===== src/rtl/bus_region_decoder.sv =====
// 68000 bus-cycle region decoder: registered one-hot selects, DTACK/BERR generation,
// per-region wait states with optional device handshake, and savestate override decodes.
module bus_region_decoder #(
  parameter int unsigned NUM_REGIONS = 12,
  parameter int unsigned WS_W        = 4,
  parameter int unsigned TIMEOUT     = 64
) (
  input  logic                           clk,
  input  logic                           reset_n,
  input  logic                           cpu_ce,
  input  logic                           cpu_as_n,
  input  logic [1:0]                     cpu_ds_n,
  input  logic [23:0]                    cpu_word_addr,
  input  logic                           ss_override,
  input  logic [16*NUM_REGIONS-1:0]      cfg_region,
  input  logic [WS_W*NUM_REGIONS-1:0]    cfg_wait,
  input  logic [NUM_REGIONS-1:0]         cfg_use_ack,
  input  logic [NUM_REGIONS-1:0]         dev_ack,
  output logic [NUM_REGIONS-1:0]         sel_n,
  output logic                           ss_reset_n,
  output logic                           ss_vec_n,
  output logic                           ss_save_n,
  output logic                           dtack_n,
  output logic                           berr_n,
  output logic [$clog2(NUM_REGIONS)-1:0] hit_index,
  output logic                           multi_hit
);

  localparam int unsigned HW = $clog2(NUM_REGIONS);
  localparam int unsigned TW = $clog2(TIMEOUT + 1);

  typedef enum logic [2:0] {
    S_IDLE,
    S_DECODE,
    S_WAIT,
    S_ACK,
    S_HOLD,
    S_UNMAPPED,
    S_BERR
  } state_t;

  state_t                 r_state;
  logic [23:0]            r_addr;
  logic [WS_W-1:0]        r_wait;
  logic [TW-1:0]          r_to;
  logic [HW-1:0]          r_hit;
  logic [NUM_REGIONS-1:0] r_sel_n;
  logic                   r_ss_reset_n;
  logic                   r_ss_vec_n;
  logic                   r_ss_save_n;
  logic                   r_dtack_n;
  logic                   r_berr_n;
  logic                   r_multi;

  logic [NUM_REGIONS-1:0] w_match;
  logic [HW-1:0]          w_hit;
  logic [WS_W-1:0]        w_ws;
  logic                   w_any;
  logic                   w_multi;
  logic                   w_ss_rst;
  logic                   w_ss_vec;
  logic                   w_ss_sav;
  logic                   w_ss_any;
  logic                   w_ack_ok;
  logic                   w_to_last;

  always_comb begin
    w_match = '0;
    for (int unsigned i = 0; i < NUM_REGIONS; i++) begin
      w_match[i] = ((r_addr[23:16] & cfg_region[16*i +: 8]) == cfg_region[16*i+8 +: 8]);
    end
  end

  // Walk from the top index down so the lowest matching index is the one left standing.
  always_comb begin
    w_hit = '0;
    w_ws  = '0;
    for (int unsigned i = NUM_REGIONS; i > 0; i--) begin
      if (w_match[i-1]) begin
        w_hit = HW'(i - 1);
        w_ws  = cfg_wait[WS_W*(i-1) +: WS_W];
      end
    end
  end

  always_comb begin
    w_any     = |w_match;
    w_multi   = |(w_match & (w_match - NUM_REGIONS'(1)));
    w_ss_rst  = ss_override && (r_addr[23:4] == '0);
    w_ss_vec  = ss_override && ((r_addr == 24'h00007c) || (r_addr == 24'h00007e));
    w_ss_sav  = ss_override && (r_addr[23:8] == 16'hff00);
    w_ss_any  = w_ss_rst || w_ss_vec || w_ss_sav;
    w_ack_ok  = !cfg_use_ack[r_hit] || dev_ack[r_hit];
    w_to_last = (r_to == TW'(TIMEOUT - 1));
  end

  always_ff @(posedge clk or negedge reset_n) begin
    if (!reset_n) begin
      r_state      <= S_IDLE;
      r_addr       <= '0;
      r_wait       <= '0;
      r_to         <= '0;
      r_hit        <= '0;
      r_sel_n      <= '1;
      r_ss_reset_n <= 1'b1;
      r_ss_vec_n   <= 1'b1;
      r_ss_save_n  <= 1'b1;
      r_dtack_n    <= 1'b1;
      r_berr_n     <= 1'b1;
      r_multi      <= 1'b0;
    end else if ((r_state != S_IDLE) && cpu_as_n) begin
      // Strobe release ends the cycle from any active state, including normal HOLD/BERR exit.
      r_state      <= S_IDLE;
      r_wait       <= '0;
      r_to         <= '0;
      r_sel_n      <= '1;
      r_ss_reset_n <= 1'b1;
      r_ss_vec_n   <= 1'b1;
      r_ss_save_n  <= 1'b1;
      r_dtack_n    <= 1'b1;
      r_berr_n     <= 1'b1;
    end else begin
      case (r_state)
        S_IDLE: begin
          if (!cpu_as_n && (cpu_ds_n != 2'b11)) begin
            r_addr  <= cpu_word_addr;
            r_state <= S_DECODE;
          end
        end
        S_DECODE: begin
          r_to <= '0;
          if (w_multi) begin
            r_multi <= 1'b1;
          end
          if (w_ss_any) begin
            r_ss_reset_n <= !w_ss_rst;
            r_ss_vec_n   <= !w_ss_vec;
            r_ss_save_n  <= !w_ss_sav;
            r_wait       <= '0;
            r_dtack_n    <= 1'b0;
            r_state      <= S_ACK;
          end else if (w_any) begin
            r_sel_n <= ~(NUM_REGIONS'(1) << w_hit);
            r_hit   <= w_hit;
            r_wait  <= w_ws;
            r_state <= S_WAIT;
          end else begin
            r_hit   <= '0;
            r_state <= S_UNMAPPED;
          end
        end
        S_WAIT: begin
          if ((r_wait == '0) && w_ack_ok) begin
            r_dtack_n <= 1'b0;
            r_state   <= S_ACK;
          end else if (cpu_ce) begin
            if (r_wait != '0) begin
              r_wait <= r_wait - WS_W'(1);
            end
            if (w_to_last) begin
              r_berr_n <= 1'b0;
              r_sel_n  <= '1;
              r_state  <= S_BERR;
            end else begin
              r_to <= r_to + TW'(1);
            end
          end
        end
        S_ACK: begin
          r_state <= S_HOLD;
        end
        S_HOLD: begin
          r_state <= S_HOLD;
        end
        S_UNMAPPED: begin
          if (cpu_ce) begin
            if (w_to_last) begin
              r_berr_n <= 1'b0;
              r_sel_n  <= '1;
              r_state  <= S_BERR;
            end else begin
              r_to <= r_to + TW'(1);
            end
          end
        end
        S_BERR: begin
          r_state <= S_BERR;
        end
        default: begin
          r_state <= S_IDLE;
        end
      endcase
    end
  end

  assign sel_n      = r_sel_n;
  assign ss_reset_n = r_ss_reset_n;
  assign ss_vec_n   = r_ss_vec_n;
  assign ss_save_n  = r_ss_save_n;
  assign dtack_n    = r_dtack_n;
  assign berr_n     = r_berr_n;
  assign hit_index  = r_hit;
  assign multi_hit  = r_multi;

endmodule


===== config.mk =====
export PLATFORM = sky130hd
export DESIGN_NAME = bus_region_decoder
export DESIGN_NICKNAME = d
export VERILOG_FILES = /design/src/rtl/bus_region_decoder.sv
export SDC_FILE = /design/constraint.sdc
export NUM_CORES = 1
export LEC_CHECK = 0
export ABC_AREA = 1
export ABC_CLOCK_PERIOD_IN_PS = 2000
export CAP_MARGIN = 0
export CORE_ASPECT_RATIO = 0.75
export CORE_MARGIN = 4
export CORE_UTILIZATION = 37
export CTS_BUF_LIST = sky130_fd_sc_hd__clkbuf_16
export CTS_CLUSTER_DIAMETER = 40
export DETAILED_ROUTE_END_ITERATION = 12
export PLACE_DENSITY = 0.79
export SLEW_MARGIN = 20
export SYNTH_ARGS = -nofsm -noshare
export SYNTH_HDL_FRONTEND = slang
export SYNTH_SLANG_ARGS = --single-unit
export TNS_END_PERCENT = 10

===== constraint.sdc =====
create_clock -name clk -period 2 [get_ports clk]
set_input_delay 0.5 -clock clk [delete_from_list [all_inputs] [get_ports clk]]
set_output_delay 0.5 -clock clk [all_outputs]
set_load 0.01 [all_outputs]

== Word level (Yosys, flattened, before mapping) ==
Cells that the tools add are included.

* Memory bits (read-only): 0
* Output and inout port bits: 22
* Memories: 0
* Word-level logic and storage cells: 176
* Bits in latches: 0
* Flip-flop bits (word level): 60
* Bits in writable memories: 0
* Input port bits: 295

* Reductions and logical operators: 37
* Shift operators: 1
* Eq/ne operators: 32
* Muxes and demuxes: 74
* Order comparisons: 1
* Bitwise logic cells: 16
* $mul: 0
* Divide/modulo/power cells: 0
* Add/subtract/negate cells: 3

{| class="wikitable"
|+ Operators by type and width
! kind !! number
|-
| 2-to-1 mux 4 bit || 31
|-
| bitwise AND 8 bit || 12
|-
| == test 8 bit || 12
|-
| 2-to-1 mux 12 bit || 6
|-
| == test 24 x 7 -> 1 bit, second input constant || 2
|-
| case mux 12 bit (3 select lines) || 1
|-
| 2-to-1 mux 7 bit || 4
|-
| != test 3 bit, second input constant || 8
|-
| OR reduction 12 bit || 2
|-
| 2-to-1 mux 3 bit || 7
|-
| case mux 7 bit (3 select lines) || 1
|-
| zero test 20 bit || 1
|-
| 2-to-1 mux 1 bit || 18
|-
| case mux 3 bit (6 select lines) || 1
|-
| == test 16 bit, second input constant || 1
|-
| bitwise AND 12 bit || 1
|-
| NOT 12 bit || 1
|-
| AND reduction 3 bit || 4
|-
| << shifter 1 x 4 -> 12 bit, first input constant || 1
|-
| subtractor 12 x 1 -> 12 bit, second input constant || 1
|-
| == test 3 bit, second input constant || 3
|-
| nonzero test 3 bit || 3
|-
| binary-select mux 1 bit (select 4 bit) || 2
|-
| case mux 4 bit (2 select lines) || 1
|-
| other kinds (21) || 40
|}

== Depth between registers and ports, before layout ==
* Word-level depth: 20
* Depth in mapped cells: 22
* Gate-level depth less buffers: 20

== Worst setup path after synthesis ==
No wires, ideal clock.

* Kind: reg-to-reg
* Start: reg r_addr[17]
* End: reg r_sel_n[6] (netlist: sel_n[6])
* Clock period less this slack: 1.910 ns
* Cell stages (with the launch flop): 17
* Data arrival time: 1.834 ns
* Setup slack: 0.090 ns
* Library setup time: 0.076 ns
* Data required time: 1.924 ns
* Cell sequence: dfrtp_1 -> buf_6 -> buf_6 -> nand2_1 -> xor2_1 -> nand2_1 -> nor2_1 -> nand2_2 -> nand2_4 -> nor2_8 -> nand4_2 -> nand3_2 -> nand2_4 -> nand2_4 -> buf_8 -> nor2_1 -> nor2_2

* Longest elaborated chain between the ends: 20

{| class="wikitable"
|+ Ends and longest elaborated chain
! item !! line !! source
|-
| from (decl) || 43 || <nowiki>logic [23:0] r_addr;</nowiki>
|-
| from (signal assigned) || 126 || <nowiki>r_addr <= cpu_word_addr;</nowiki>
|-
| bitwise AND 8 bit || 70 || <nowiki>w_match[i] = ((r_addr[23:16] & cfg_region[16*i +: 8]) == cfg_region[16*i+8 +: 8]);</nowiki>
|-
| == test 8 bit || 70 ||
|-
| 2-to-1 mux 4 bit (12 in series) || 79 || <nowiki>if (w_match[i-1]) begin</nowiki>
|-
| << shifter 1 x 4 -> 12 bit || 143 || <nowiki>r_sel_n <= ~(NUM_REGIONS'(1) << w_hit);</nowiki>
|-
| NOT 12 bit || 143 ||
|-
| 2-to-1 mux 12 bit || 142 || <nowiki>end else if (w_any) begin</nowiki>
|-
| 2-to-1 mux 12 bit || 135 || <nowiki>if (w_ss_any) begin</nowiki>
|-
| case mux 12 bit (3 select lines) || 123 || <nowiki>case (r_state)</nowiki>
|-
| 2-to-1 mux 12 bit || 111 || <nowiki>end else if ((r_state != S_IDLE) && cpu_as_n) begin</nowiki>
|-
| to (signal assigned) || 143 ||
|-
| to (decl) || 47 || <nowiki>logic [NUM_REGIONS-1:0] r_sel_n;</nowiki>
|}

Several ways; a longest one is shown, not always the timed one. The select of a mux whose other input is x is not followed.
A chain may end at the register's enable or synchronous reset.

== Worst setup path in the final report ==
* Start: in cfg_region[113]
* End: reg r_sel_n[3] (netlist: sel_n[3])

* Longest elaborated chain between the ends: 16

{| class="wikitable"
|+ Ends and longest elaborated chain
! item !! line !! source
|-
| from (decl) || 15 || <nowiki>input logic [16*NUM_REGIONS-1:0] cfg_region,</nowiki>
|-
| bitwise AND 8 bit (*) || 70 ||
|-
| == test 8 bit (*) || 70 ||
|-
| 2-to-1 mux 4 bit (8 in series) || 79 ||
|-
| << shifter 1 x 4 -> 12 bit || 143 ||
|-
| NOT 12 bit || 143 ||
|-
| 2-to-1 mux 12 bit || 142 ||
|-
| 2-to-1 mux 12 bit || 135 ||
|-
| case mux 12 bit (3 select lines) || 123 ||
|-
| 2-to-1 mux 12 bit || 111 ||
|}

Mark *: on every way between the ends. The rest lies on a longest branch, timed or not. The select of a mux whose other input is x is not followed.

==> results.toml <==
[cts]
cts-root-buf = "clkbuf_16"
cts.htree.levels = 3
clock-sinks = 59
clk_latency_ns = 0.33
cts_tree = "yes"
path_clk_slew_ns = 0.06
clockBufferDepth = 2
cts-buffers-inserted = 9
ctsHoldBuffers = 0

[detailed_routing]
dr.pass1.iters = 5
viasPerCell = 4.79
vias = 7511
drt-wirelength-per-cell_um = 15.7
ant_nets = 0
finalWirelength_um = 24600
first_iter_violations = 474
drc = 0

[floorplanning]
rows = 39
core_mm2 = 0.0155
top_level_ports = 317
die_area_mm2 = 0.0182
die_x_um = 154
initial_utilization_pct = 38.4
die_y_um = 118

[setup_path]
end_kind = "flip-flop"
slowest_stage = "clkdlybuf4s50_1"
critPathBufInv = 4
critPathMaxStageDelay_ns = 0.47
crit_family = "buffers and inverters"
cp.arrival_ns = 2.47
crit_chain = "clkdlybuf4s50_1 > nand2_1 > xnor2_1 > nor2_1 > nand2_1 > nor2_4 > inv_2 > nand2_4 > buf_4 > o21ai_4 > buf_6 > nand4_1 > nand2_1 > nand2_1"
start_kind = "input pin"
cp.required_ns = 2.26
r2r_slack_ns = -0.19
crit_top_cell = "nand2_1"
path_class = "input pin to flip-flop"
critPathMaxFanout = 5

[placed_design]
dpl.hpwl_um = 20100
place_inst = 1538
placed_area_mm2 = 0.00985
io_buffers = 315
place_congestion = 0.941

[sta]
worstMarginPinSlew_ns = 0.562
setup_ws_ns = -0.208
rsz0062_at_grt = "true"
setup_viol = 23
holdWs_ns = 0.162
max_freq_ghz = 0.453
period_share_pct = 110
period_needed_ns = 2.21
finClkSkew_ns = 0.00469
hold_violations = 0
max-slew-margin-rel_pct = 62.3
drv_slew = 0

[pwr]
p_leak_nw = 5.07
power_mw = 9.11
peakVddDrop_mv = 0.702
power-per-cell-area_mw_per_mm2 = 855

[global_routing]
grt_use_total_pct = 26.0
grt_pass1_wl_um = 38400
overflow = 0
grt_pass1_vias = 7577
antenna_found_initial = 1
grt_max_degree = 60

[logic_synthesis]
ys_async_sr_fraction_pct = 100
syn_nets = 1259
ys_seq_elements = 59
syn-instance-count = 962
synth_edf_count = 0
ys_types = 43
netlist.area_leader.share_pct = 22.3
synth_top_area_cell = "nand2_1"
ys_seq_area_share_pct = 25.2
synth_warnings = 0
ys.flop_type = "dfrtp_1"
netlist_area_mm2 = 0.00594
avgSynthCellArea_um2 = 6.17
synth.area.top_cells = "nand2_1 22%, dfrtp_1 18%, inv_1 8.2%"

[finish]
fin_nets = 1654
syn2layout_area_growth_pct = 79.5
drive_gt1_share_pct = 18.6
final_common_cell = "nand2_1"
fin_cells = 1568
final_cell_mix = "329 x nand2_1, 302 x clkdlybuf4s50_1, 121 x inv_1"
finalInstanceArea_mm2 = 0.0107

[outcome]
outcome = "finished, violations left"
violations = "negative setup slack"

[hold_path]
min-delay-path-class = "input pin to asynchronous set/reset pin"

[flow_run]
drv_cap = 0
cell families after synthesis:
group / after synthesis / share of synthesized area (%)
and+or+nand+nor: 587 / 43.4
DFF: 59 / 25.2
muxes: 5 / 0.948
adders and majority gates: 2 / 0.421
AOI/OAI and AO/OA: 81 / 7.79
buffers and inverters: 157 / 11.7
xor gates and xnor gates: 71 / 10.5
final cells by class:
| type | count | area (um2) |
|---|---|---|
| flip-flops and latches | 59 | 1500 |
| clock buffers | 9 | 225 |
| well taps | 205 | 256 |
| repair buffers | 404 | 3980 |
| diodes | 1 | 2.50 |
| fillers | 1290 | 4810 |
| multi-input cells | 747 | 4100 |
| inverters | 136 | 518 |
| clock inverters | 7 | 76.3 |
state kept, by name, indices dropped and copies added (netlist names):
register / count
hit_index: 4
ss_reset_n: 1
r_addr: 23
r_wait: 4
multi_hit: 1
berr_n: 1
sel_n: 12
ss_save_n: 1
dtack_n: 1
ss_vec_n: 1
r_to: 7
r_state: 3
metal layers:
layer	part of all wire, %	global-route usage, %	wire [um]	vias up
met5	0	0	0	-
met4	1.7	5.68	416	0
met2	49	45.5	12100	284
met3	7.2	4.96	1780	35
met1	42	33.2	10300	3407
li1	-	-	-	3785
where the power goes:
part / switching (mW) / internal (mW) / total, mW / leakage [nW]
clock: 0.588 / 0.971 / 1.56 / 0.142
combinational: 3.13 / 2.54 / 5.67 / 4.21
sequential: 0.267 / 1.62 / 1.88 / 0.716
path summary, 6_finish.rpt:
kind | startpoint | to | cells after the start
hold reg to reg | sel_n[1]$_DFFE_PN1P_ | sel_n[1]$_DFFE_PN1P_ | 2
min in group clk | sel_n[1]$_DFFE_PN1P_ | sel_n[1]$_DFFE_PN1P_ | 2
setup / recovery | cfg_region[113] | sel_n[3]$_DFFE_PN1P_ | 14
hold / removal | reset_n | hit_index[2]$_DFFE_PN0P_ | 2
max in group asynchronous | reset_n | ss_vec_n$_DFFE_PN1P_ | 2
setup reg to reg | r_addr[21]$_DFFE_PN0P_ | sel_n[3]$_DFFE_PN1P_ | 15
cells in the mapped netlist, types with 3 or more instances:
cell	count
inv_1	129
nand3b_1	13
dfrtp_1	42
a21oi_1	14
o211ai_1	3
o21ai_0	44
nand3_1	61
nor2_4	7
buf_6	10
nor2_1	90
or2_0	3
dfstp_2	17
buf_4	5
nand4_1	11
nor2_2	10
o22ai_1	4
o221ai_1	6
nand2_4	5
xor2_1	48
clkbuf_1	4
inv_2	7
nand2_2	14
nand2_1	353
xnor2_1	23
mux2_2	5
nor3_1	10
per-stage QoR:
| stage | util, % | setup WS (ns) | TNS [ns] |
|---|---|---|---|
| 6_report | 68.9 | -0.208 | -2.71 |
| 2_1_floorplan | - | 0.0899 | 0 |
| 3_3_place_gp | 63.7 | -0.592 | -14.70 |
| 4_1_cts | 67.6 | -0.154 | -2.31 |
| 5_1_grt | 68.9 | -0.343 | -5.88 |
| 3_5_place_dp | 63.7 | -0.676 | -16.02 |
worst register-to-register path: stages, from the launching register on:
cell and delay (ns):
dfrtp_1 0.39, buf_12 0.17, nand2_1 0.08, or2_0 0.22, nand3_1 0.15, nor2_4 0.07
nand2_4 0.09, nand2_4 0.09, nor2_8 0.15, nand4_2 0.15, nand3_2 0.13, nand2_4 0.10
nand2_8 0.13, inv_2 0.05, nand2_1 0.10, nand2_1 0.06
repair_timing:
| item | 4_1_cts | 5_1_grt |
|---|---|---|
| setup buffers | 7 | 5 |
| cloned | 1 | 1 |
| setup endpoints to repair | 23 | 33 |
| resized for setup | 70 | 56 |
| pin swaps | 50 | 39 |
Note: power is estimated with default switching activity, not from simulation.
